**src/rtl/obf_key_pkg.sv**
```systemverilog
// Shared types and helpers for the serial key loader.
// OBF_KEY_PARITY_EN adds the PARITY state used by the parity-checked build.
package obf_key_pkg;

  localparam int unsigned KEY_WIDTH_DEF = 2;

  typedef enum logic [2:0] {
    ST_IDLE,
    ST_SHIFT,
`ifdef OBF_KEY_PARITY_EN
    ST_PARITY,
`endif
    ST_COMMIT,
    ST_ARMED,
    ST_ERROR
  } obf_key_state_e;

  // Even parity over a zero-extended key image.
  function automatic logic even_parity(input logic [63:0] v);
    return ^v;
  endfunction

endpackage

```
**src/rtl/obf_key_loader_if.sv**
```systemverilog
// Serial key-bit stream: one bit per valid/ready handshake, s_0 first.
interface obf_key_loader_if;
  logic key_bit;
  logic key_bit_vld;
  logic key_bit_rdy;

  modport master (output key_bit, output key_bit_vld, input  key_bit_rdy);
  modport slave  (input  key_bit, input  key_bit_vld, output key_bit_rdy);
endinterface

```
**src/rtl/obf_key_shreg.sv**
```systemverilog
// Indexed shadow register and bit counter for the key loader.
// done_o flags the shift that writes the final key bit.
module obf_key_shreg
  import obf_key_pkg::*;
#(
  parameter int unsigned KEY_WIDTH = KEY_WIDTH_DEF,
  parameter int unsigned CNT_W     = $clog2(KEY_WIDTH + 1)
) (
  input  logic                 clk,
  input  logic                 rst,
  input  logic                 clr_i,
  input  logic                 shift_i,
  input  logic                 bit_i,
  output logic [KEY_WIDTH-1:0] shadow_o,
  output logic                 done_o
);

  logic [KEY_WIDTH-1:0] shadow_q, shadow_d;
  logic [CNT_W-1:0]     cnt_q, cnt_d;

  // Counter saturates at KEY_WIDTH so it can never wrap into a valid index.
  always_comb begin
    shadow_d = shadow_q;
    cnt_d    = cnt_q;
    if (clr_i) begin
      shadow_d = '0;
      cnt_d    = '0;
    end else if (shift_i && (cnt_q < CNT_W'(KEY_WIDTH))) begin
      for (int i = 0; i < KEY_WIDTH; i++) begin
        if (cnt_q == CNT_W'(i)) shadow_d[i] = bit_i;
      end
      cnt_d = cnt_q + CNT_W'(1);
    end
  end

  always_ff @(posedge clk) begin
    if (rst) begin
      shadow_q <= '0;
      cnt_q    <= '0;
    end else begin
      shadow_q <= shadow_d;
      cnt_q    <= cnt_d;
    end
  end

  assign shadow_o = shadow_q;
  assign done_o   = shift_i && !clr_i && (cnt_q == CNT_W'(KEY_WIDTH - 1));

endmodule

```
**src/rtl/obf_key_loader.sv**
```systemverilog
// Serial key loader: collects key bits and swaps them atomically onto key_o.
// Define OBF_KEY_PARITY_EN to require an even-parity bit after the key bits.
//
//   state  | meaning
//   IDLE   | no key committed, SAFE_KEY driven, waiting for start
//   SHIFT  | accepting key bits into the shadow register
//   PARITY | accepting the parity bit (parity build only)
//   COMMIT | one cycle: shadow copied to key_o
//   ARMED  | committed key held; reload only when LOCK_ONCE=0
//   ERROR  | parity failure, SAFE_KEY driven until reset
module obf_key_loader
  import obf_key_pkg::*;
#(
  parameter int unsigned          KEY_WIDTH = KEY_WIDTH_DEF,
  parameter logic [KEY_WIDTH-1:0] SAFE_KEY  = '0,
  parameter bit                   LOCK_ONCE = 1'b1
) (
  input  logic                 clk,
  input  logic                 rst,
  input  logic                 load_start_i,
  obf_key_loader_if.slave      key_if,
  output logic [KEY_WIDTH-1:0] key_o,
  output logic                 key_vld_o,
  output logic                 busy_o,
  output logic                 err_o
);

  obf_key_state_e       state_q;
  logic [KEY_WIDTH-1:0] key_q;
  logic [KEY_WIDTH-1:0] shadow;
  logic                 key_vld_q, rdy_q, busy_q;
  logic                 hs, start_ok, shift, done;

  assign hs = key_if.key_bit_vld & rdy_q;

  always_comb begin
    start_ok = 1'b0;
    case (state_q)
      ST_IDLE, ST_SHIFT: start_ok = load_start_i;
`ifdef OBF_KEY_PARITY_EN
      ST_PARITY:         start_ok = load_start_i;
`endif
      ST_ARMED:          start_ok = load_start_i & ~LOCK_ONCE;
      default:           start_ok = 1'b0;
    endcase
  end

  // A start on the same cycle as a bit wins; the bit is dropped.
  assign shift = hs & ~load_start_i & (state_q == ST_SHIFT);

  obf_key_shreg #(.KEY_WIDTH(KEY_WIDTH)) u_shreg (
    .clk      (clk),
    .rst      (rst),
    .clr_i    (start_ok),
    .shift_i  (shift),
    .bit_i    (key_if.key_bit),
    .shadow_o (shadow),
    .done_o   (done)
  );

`ifdef OBF_KEY_PARITY_EN
  logic        err_q;
  logic [63:0] shadow_ext;

  always_comb begin
    shadow_ext                  = '0;
    shadow_ext[KEY_WIDTH-1:0]   = shadow;
  end
`endif

  always_ff @(posedge clk) begin
    if (rst) begin
      state_q   <= ST_IDLE;
      key_q     <= SAFE_KEY;
      key_vld_q <= 1'b0;
      rdy_q     <= 1'b0;
      busy_q    <= 1'b0;
`ifdef OBF_KEY_PARITY_EN
      err_q     <= 1'b0;
`endif
    end else begin
      case (state_q)
        ST_IDLE, ST_ARMED: begin
          if (start_ok) begin
            state_q <= ST_SHIFT;
            rdy_q   <= 1'b1;
            busy_q  <= 1'b1;
          end
        end
        ST_SHIFT: begin
          if (done) begin
`ifdef OBF_KEY_PARITY_EN
            state_q <= ST_PARITY;
`else
            state_q <= ST_COMMIT;
            rdy_q   <= 1'b0;
`endif
          end
        end
`ifdef OBF_KEY_PARITY_EN
        ST_PARITY: begin
          if (load_start_i) begin
            state_q <= ST_SHIFT;
          end else if (hs) begin
            rdy_q <= 1'b0;
            if (key_if.key_bit == even_parity(shadow_ext)) begin
              state_q <= ST_COMMIT;
            end else begin
              // Revoke any previously committed key as well.
              state_q   <= ST_ERROR;
              busy_q    <= 1'b0;
              err_q     <= 1'b1;
              key_q     <= SAFE_KEY;
              key_vld_q <= 1'b0;
            end
          end
        end
`endif
        ST_COMMIT: begin
          state_q   <= ST_ARMED;
          key_q     <= shadow;
          key_vld_q <= 1'b1;
          busy_q    <= 1'b0;
        end
        ST_ERROR: begin
        end
        default: begin
          state_q <= ST_IDLE;
        end
      endcase
    end
  end

  assign key_o              = key_q;
  assign key_vld_o          = key_vld_q;
  assign busy_o             = busy_q;
  assign key_if.key_bit_rdy = rdy_q;
`ifdef OBF_KEY_PARITY_EN
  assign err_o = err_q;
`else
  assign err_o = 1'b0;
`endif

endmodule
```
**src/flat_wrapper.sv**
```systemverilog
// flat-port wrapper written by rule: the top's interface ports become plain ports
module obf_key_loader_flat import obf_key_pkg::*;
#(
  parameter int unsigned          KEY_WIDTH = KEY_WIDTH_DEF,
  parameter logic [KEY_WIDTH-1:0] SAFE_KEY  = '0,
  parameter bit                   LOCK_ONCE = 1'b1
)
  (clk, rst, load_start_i, key_o, key_vld_o, busy_o, err_o, key_if_key_bit, key_if_key_bit_vld, key_if_key_bit_rdy);
  obf_key_loader_if key_if_i ();
  input  logic clk;
  input  logic rst;
  input  logic load_start_i;
  output logic [KEY_WIDTH-1:0] key_o;
  output logic key_vld_o;
  output logic busy_o;
  output logic err_o;
  input wire logic [$bits(key_if_i.key_bit)-1:0] key_if_key_bit;
  input wire logic [$bits(key_if_i.key_bit_vld)-1:0] key_if_key_bit_vld;
  output wire logic [$bits(key_if_i.key_bit_rdy)-1:0] key_if_key_bit_rdy;
  assign key_if_i.key_bit = key_if_key_bit;
  assign key_if_i.key_bit_vld = key_if_key_bit_vld;
  assign key_if_key_bit_rdy = key_if_i.key_bit_rdy;
  obf_key_loader #(.KEY_WIDTH(KEY_WIDTH), .SAFE_KEY(SAFE_KEY), .LOCK_ONCE(LOCK_ONCE)) u_core (.clk(clk), .rst(rst), .load_start_i(load_start_i), .key_if(key_if_i), .key_o(key_o), .key_vld_o(key_vld_o), .busy_o(busy_o), .err_o(err_o));
endmodule
```
**config.mk**
```make
export PLATFORM = sky130hd
export DESIGN_NAME = obf_key_loader_flat
export DESIGN_NICKNAME = d
export VERILOG_FILES = /design/src/rtl/obf_key_pkg.sv /design/src/rtl/obf_key_loader_if.sv /design/src/rtl/obf_key_shreg.sv /design/src/rtl/obf_key_loader.sv /design/src/flat_wrapper.sv
export SDC_FILE = /design/constraint.sdc
export NUM_CORES = 1
export LEC_CHECK = 0
export BUFFER_PORTS_ARGS = -buffer_cell sky130_fd_sc_hd__buf_4
export CORE_MARGIN = 3
export CORE_UTILIZATION = 24
export DETAILED_ROUTE_END_ITERATION = 12
export PLACE_DENSITY = 0.47
export SLEW_MARGIN = 10
export SYNTH_ARGS = -nofsm -noshare
export SYNTH_HDL_FRONTEND = slang
export SYNTH_SLANG_ARGS = --single-unit
```
**constraint.sdc**
```tcl
create_clock -name clk -period 1.5 [get_ports clk]
set_input_delay 0.15 -clock clk [delete_from_list [all_inputs] [get_ports clk]]
set_output_delay 0.15 -clock clk [all_outputs]
set_load 0.005 [all_outputs]
```
==> impl_metrics.toml, run 1 <==
[logic_synthesis]
synth_ff_type = "dfxtp_1"
synth_area_leader_cell = "dfxtp_1"
syn_area_um2 = 568
synthCells = 62
ys_types = 26
synth_area_leaders = "dfxtp_1, ha_1, a21oi_1"
async_reset_ff_share_pct = 0
synth_simple_gate_area_share_pct = 22.2
synth_fp_nets = 72
yosys_register_bits = 11
ys_seq_area_share_pct = 38.8
synthMuxAreaShare_pct = 3.52
synth_compound_area_share_pct = 16.5
synthXorXnorAreaFrac_pct = 0
synth_top_family_by_area = "simple AND/OR/NAND/NOR gates"
synth_top_area_share_pct = 38.8
synth_fa_ha_area_share_pct = 11.0
synth_edf_count = 0
yosysWarnings = 0
synth_area_per_cell_um2 = 9.16

[power]
pwr-share-clk_pct = 22.0
intPower_mw = 0.613
seqPwrFrac_pct = 40.9
leakage_nw = 0.272
switching_share_pct = 32.8
power_mw = 0.913
p_switching_mw = 0.300
ir_drop_v = 0.000642
power_density_nw_per_um2 = 1350
pwr-share-comb_pct = 37.1

[critical_path]
crit_family = "adder cells"
path_buf_inv = 1
reg2regPathDepth = 4
crit_fanout = 7
critical_path_class = "reg -> reg"
critPathLaunchType = "register"
crit_chain = "inv_1 -> ha_1 -> or3_1 -> a31oi_1"
cp.required_ns = 1.69
cp_num_cells = 4
cpPeakStageDelay_ns = 0.38
arrival_ns = 1.59
worstSetupEndpointType = "register"
slowest_stage = "ha_1"

[layout]
area_delta_synth_final_pct = 18.7
multi_input_area_um2 = 308
nFillCells = 226
drive_gt1_share_pct = 18.1
regArea_um2 = 220
final_cell_mix = "dfxtp_1, buf_4, nor2_1"
fin_nets = 83
diodes = 0
final_common_cell = "dfxtp_1"

[clocking]
cts_made_buffers = 3
htree_levels = 1
tritoncts = "yes"
clkTransAtPathRegs_ns = 0.07
ctsHoldBuffers = 0
cts_sinks = 11
clkLatencyLatePin_ns = 0.27
cts_setup_buffers = 0
root_buffer = "clkbuf_4"
cts_buffer_depth = 2

[sta]
min_period_over_period_pct = 93.0
postLayoutSetupSlackWorst_ns = 0.104
finalHoldViolCount = 0
setup_viol = 0
fin_worst_skew_ns = 0.00295
tns_ns = 0
period_needed_ns = 1.40
fmaxAchievable_mhz = 716
rsz0062_at_grt = "no"
hold_ws_ns = 0.104
drv_slew = 0

[route]
dr.pass1.iters = 4
drt-total-wl_mm = 1.05
vias = 433
wl_per_cell_um = 10.6
post-route-drc-count = 0
vias_per_cell = 4.37
drt-initial-drc-count = 7
ant_nets = 0

[floorplanning]
die_h_um = 54.7
die_x_um = 54.7
ios = 11
die_area_um2 = 2990
num_rows = 16
initial_core_util_pct = 27.0
core_um2 = 2100

[placement]
dp_hpwl_um = 808
dp_slack_ns = 0.111
io_buffers = 9
place.gp.congestion = 0.721

[worst_hold_path]
min_path_cells = 2
hold_path.class = "in -> reg"

[grt]
track_usage_pct = 8.74
antenna_found_initial = 0
overflow = 0
grt_pass1_wl_mm = 1.79
grt_start_max_net_pins = 9
grt_pass1_vias = 405

[outcome]
status = "finished clean"

[job]
drv_cap = 0
## synth_stat cells, types with 3 or more instances
master / instances
nand3_1: 3
ha_1: 5
nor2_1: 6
inv_1: 5
dfxtp_1: 11
a21oi_1: 5
## power groups by stage
stage / logic, mW / registers (mW) / clock network (mW)
finish: 0.338 / 0.373 / 0.201
global route: 0.396 / 0.380 / 0.233
CTS: 0.348 / 0.373 / 0.214
detailed placement: 0.343 / 0.380 / 0
global placement: 0.341 / 0.379 / 0
floorplan: 0.238 / 0.379 / 0
## layer usage
metal / GRT usage, % / vias up / part of all wire (%)
met5: 0 / - / 0
met4: 2.49 / 0 / 1.2
met3: 4.90 / 2 / 5.8
met2: 12.0 / 9 / 42
met1: 11.5 / 189 / 51
li1: - / 233 / -
## worst register-to-register path, stage by stage (launching register included)
cell and delay, ns:
dfxtp_1 0.34, inv_1 0.07, ha_1 0.38, or3_1 0.37, a31oi_1 0.17
## stage by stage
step | area [um2] | std cells | utilization [%]
global route | 674 | 99 | 32.1
detailed placement | 647 | 95 | 30.8
CTS | 673 | 99 | 32.0
finish | 674 | 99 | 32.1
floorplan | 568 | 62 | -
global placement | 647 | 95 | 30.8
## flip-flops by register name, summed over array words and instances, names as in the netlist
signal / count
u_core.busy_o: 1
u_core.key_vld_o: 1
u_core.u_shreg.cnt_q: 2
u_core.state_q: 2
u_core.key_if.key_bit_rdy: 1
u_core.u_shreg.shadow_o: 2
u_core.key_o: 2
## kinds of logic after synthesis
| group | after synthesis |
|---|---|
| simple gates | 20 |
| flops | 11 |
| buf+inv | 8 |
| mux | 2 |
| compound gates | 15 |
| fa+ha+maj | 5 |
| other cells | 1 |
## path summary, 6_finish.rpt
kind,startpoint,end,slack [ns]
min reg2reg,u_core.key_vld_o,u_core.key_vld_o,0.47
max,u_core.state_q[0],u_core.busy_o,0.10
max reg2reg,u_core.state_q[0],u_core.busy_o,0.10
min,rst,u_core.key_vld_o,0.10
## repair_timing
item,CTS,global route
setup endpoints to repair,0,2
endpoints found under the hold margin,0,0
gates resized for setup,0,1
## area by class of cell
type	instances	share of cell area, %
Multi-Input combinational cell	43	45.6
Sequential cell	11	32.7
Timing Repair Buffer	9	10.0
Tap cell	27	5.01
Clock buffer	4	3.90
Inverter	5	2.78
Power figures use the tool's default switching activity.
==> inputs of run 2 (changes only) <==
--- a/config.mk
+++ b/config.mk
@@ -5,11 +5,12 @@
 export SDC_FILE = /design/constraint.sdc
 export NUM_CORES = 1
 export LEC_CHECK = 0
-export BUFFER_PORTS_ARGS = -buffer_cell sky130_fd_sc_hd__buf_4
 export CORE_MARGIN = 3
 export CORE_UTILIZATION = 24
 export DETAILED_ROUTE_END_ITERATION = 12
-export PLACE_DENSITY = 0.47
+export DONT_BUFFER_PORTS = 1
+export PLACE_DENSITY = 0.37
+export RECOVER_POWER = 25
 export SLEW_MARGIN = 10
 export SYNTH_ARGS = -nofsm -noshare
 export SYNTH_HDL_FRONTEND = slang
==> run 2 against run 1 <==
Non-clock buffer count down 5. Via count down 0.69%. Clock power up 2%. First-iteration DRC count down 43%. Hold slack worse by 0.070 ns. Final area down 5.0%. Largest power group unchanged.
==> impl_metrics.toml, run 2 (same netlist as run 1, synthesis figures left out) <==
[worst_hold_path]
min_path_cells = 2
hold_path.class = "in -> reg"

[floorplanning]
die_x_um = 54.7
die_h_um = 54.7
core_um2 = 2100
num_rows = 16
ios = 11
die_area_um2 = 2990
initial_core_util_pct = 27.0

[grt]
use_met2_pct = 13.8
grt_start_max_net_pins = 8
grt_pass1_wl_mm = 1.81
grt_pass1_vias = 404
track_usage_pct = 8.99
busiest_layer = "met2"
overflow = 0
grt_util_met3_pct = 5.18
use_met1_pct = 9.59
antenna_found_initial = 0

[layout]
fin_area_um2 = 641
final_cell_mix = "dfxtp_1, nor2_1, inv_1, a21oi_1, ha_1"
final_common_cell = "dfxtp_1"
area_delta_synth_final_pct = 12.8
nFillCells = 235
drive_gt1_share_pct = 7.46
fin_nets = 78
diodes = 0

[clocking]
cts_resized = 0
cts_buffer_depth = 2
ctsHoldBuffers = 1
cts_sinks = 11
cts_setup_buffers = 0
root_buffer = "clkbuf_4"
cts_made_buffers = 3
htree_levels = 1
clkLatencyLatePin_ns = 0.26
clkTransAtPathRegs_ns = 0.07
tritoncts = "yes"

[sta]
min_period_over_period_pct = 91.4
finalHoldViolCount = 0
rsz0062_at_grt = "no"
period_needed_ns = 1.37
fin_worst_skew_ns = 0.000679
drv_slew = 0
setup_viol = 0
tns_ns = 0
fmaxAchievable_mhz = 729

[critical_path]
critPathLaunchType = "register"
worstSetupEndpointType = "register"
cp.required_ns = 1.70
critical_path_class = "reg -> reg"
reg2regPathDepth = 4
arrival_ns = 1.57
crit_fanout = 7

[placement]
dp_hpwl_um = 820
place.gp.congestion = 0.664
io_buffers = 0
postPlaceCellArea_um2 = 594

[route]
post-route-drc-count = 0
wl_per_cell_um = 11.7
vias = 430
ant_nets = 0
drt-total-wl_mm = 1.10
drt-initial-drc-count = 4
dr.pass1.iters = 2
vias_per_cell = 4.57

[power]
seqPwrFrac_pct = 43.8
leakage_nw = 0.246
pwr-share-comb_pct = 32.6
power_density_nw_per_um2 = 1360
intPower_mw = 0.579
p_switching_mw = 0.291
pwr-share-clk_pct = 23.6
ir_drop_v = 0.000512
switching_share_pct = 33.5
power_mw = 0.871

[job]
drv_cap = 0

[outcome]
status = "finished clean"
run 2: cell types whose count changed in the layout (fill, tap and decap cells not counted), sizes merged:
| cell | delta |
|---|---|
| buf | -7 |
| dlygate4sd3 | +2 |
run 2: final cells by class:
type | instances | area, um2 | area share [%]
Multi-Input combinational cell | 43 | 307 | 47.9
Sequential cell | 11 | 220 | 34.4
Timing Repair Buffer | 4 | 35.0 | 5.47
Tap cell | 27 | 33.8 | 5.27
Clock buffer | 4 | 26.3 | 4.10
Inverter | 5 | 18.8 | 2.93
run 2: stage by stage:
stage                     std cells  utilization, %  hold WS (ns)  setup WS [ns]
after floorplan                  62               -         0.297          0.229
after global placement           88            28.3         0.222          0.133
after detailed placement         88            28.3         0.225          0.124
after CTS                        93            30.0       0.00840          0.115
after global routing             94            30.5        0.0161         0.0226
final                            94            30.5        0.0343          0.129
run 2: worst paths after layout:
| check | slack (ns) | startpoint | endpoint |
|---|---|---|---|
| max reg2reg | 0.13 | u_core.state_q[0] | u_core.busy_o |
| min reg2reg | 0.51 | u_core.key_vld_o | u_core.key_vld_o |
| max | 0.13 | u_core.state_q[0] | u_core.busy_o |
| min | 0.03 | key_if_key_bit | u_core.u_shreg.shadow_o[1] |
run 2: power groups by stage:
stage | Combinational, mW | Sequential [mW] | Clock [mW]
6_report | 0.284 | 0.381 | 0.206
5_1_grt | 0.335 | 0.389 | 0.239
4_1_cts | 0.287 | 0.383 | 0.223
3_5_place_dp | 0.281 | 0.391 | 0
3_3_place_gp | 0.286 | 0.389 | 0
2_1_floorplan | 0.238 | 0.379 | 0
run 2: metal layers:
| metal | vias up | wire length (um) | share of wire (%) |
|---|---|---|---|
| met4 | 0 | 20 | 1.8 |
| met2 | 6 | 526 | 48 |
| li1 | 224 | - | - |
| met3 | 2 | 55 | 5.0 |
| met5 | - | 0 | 0 |
| met1 | 198 | 493 | 45 |
run 2: critical path, cell delays in order, from the launching register on:
cell and delay [ns]:
dfxtp_1 0.33, inv_1 0.07, ha_1 0.38, or3_1 0.36, a31oi_1 0.16
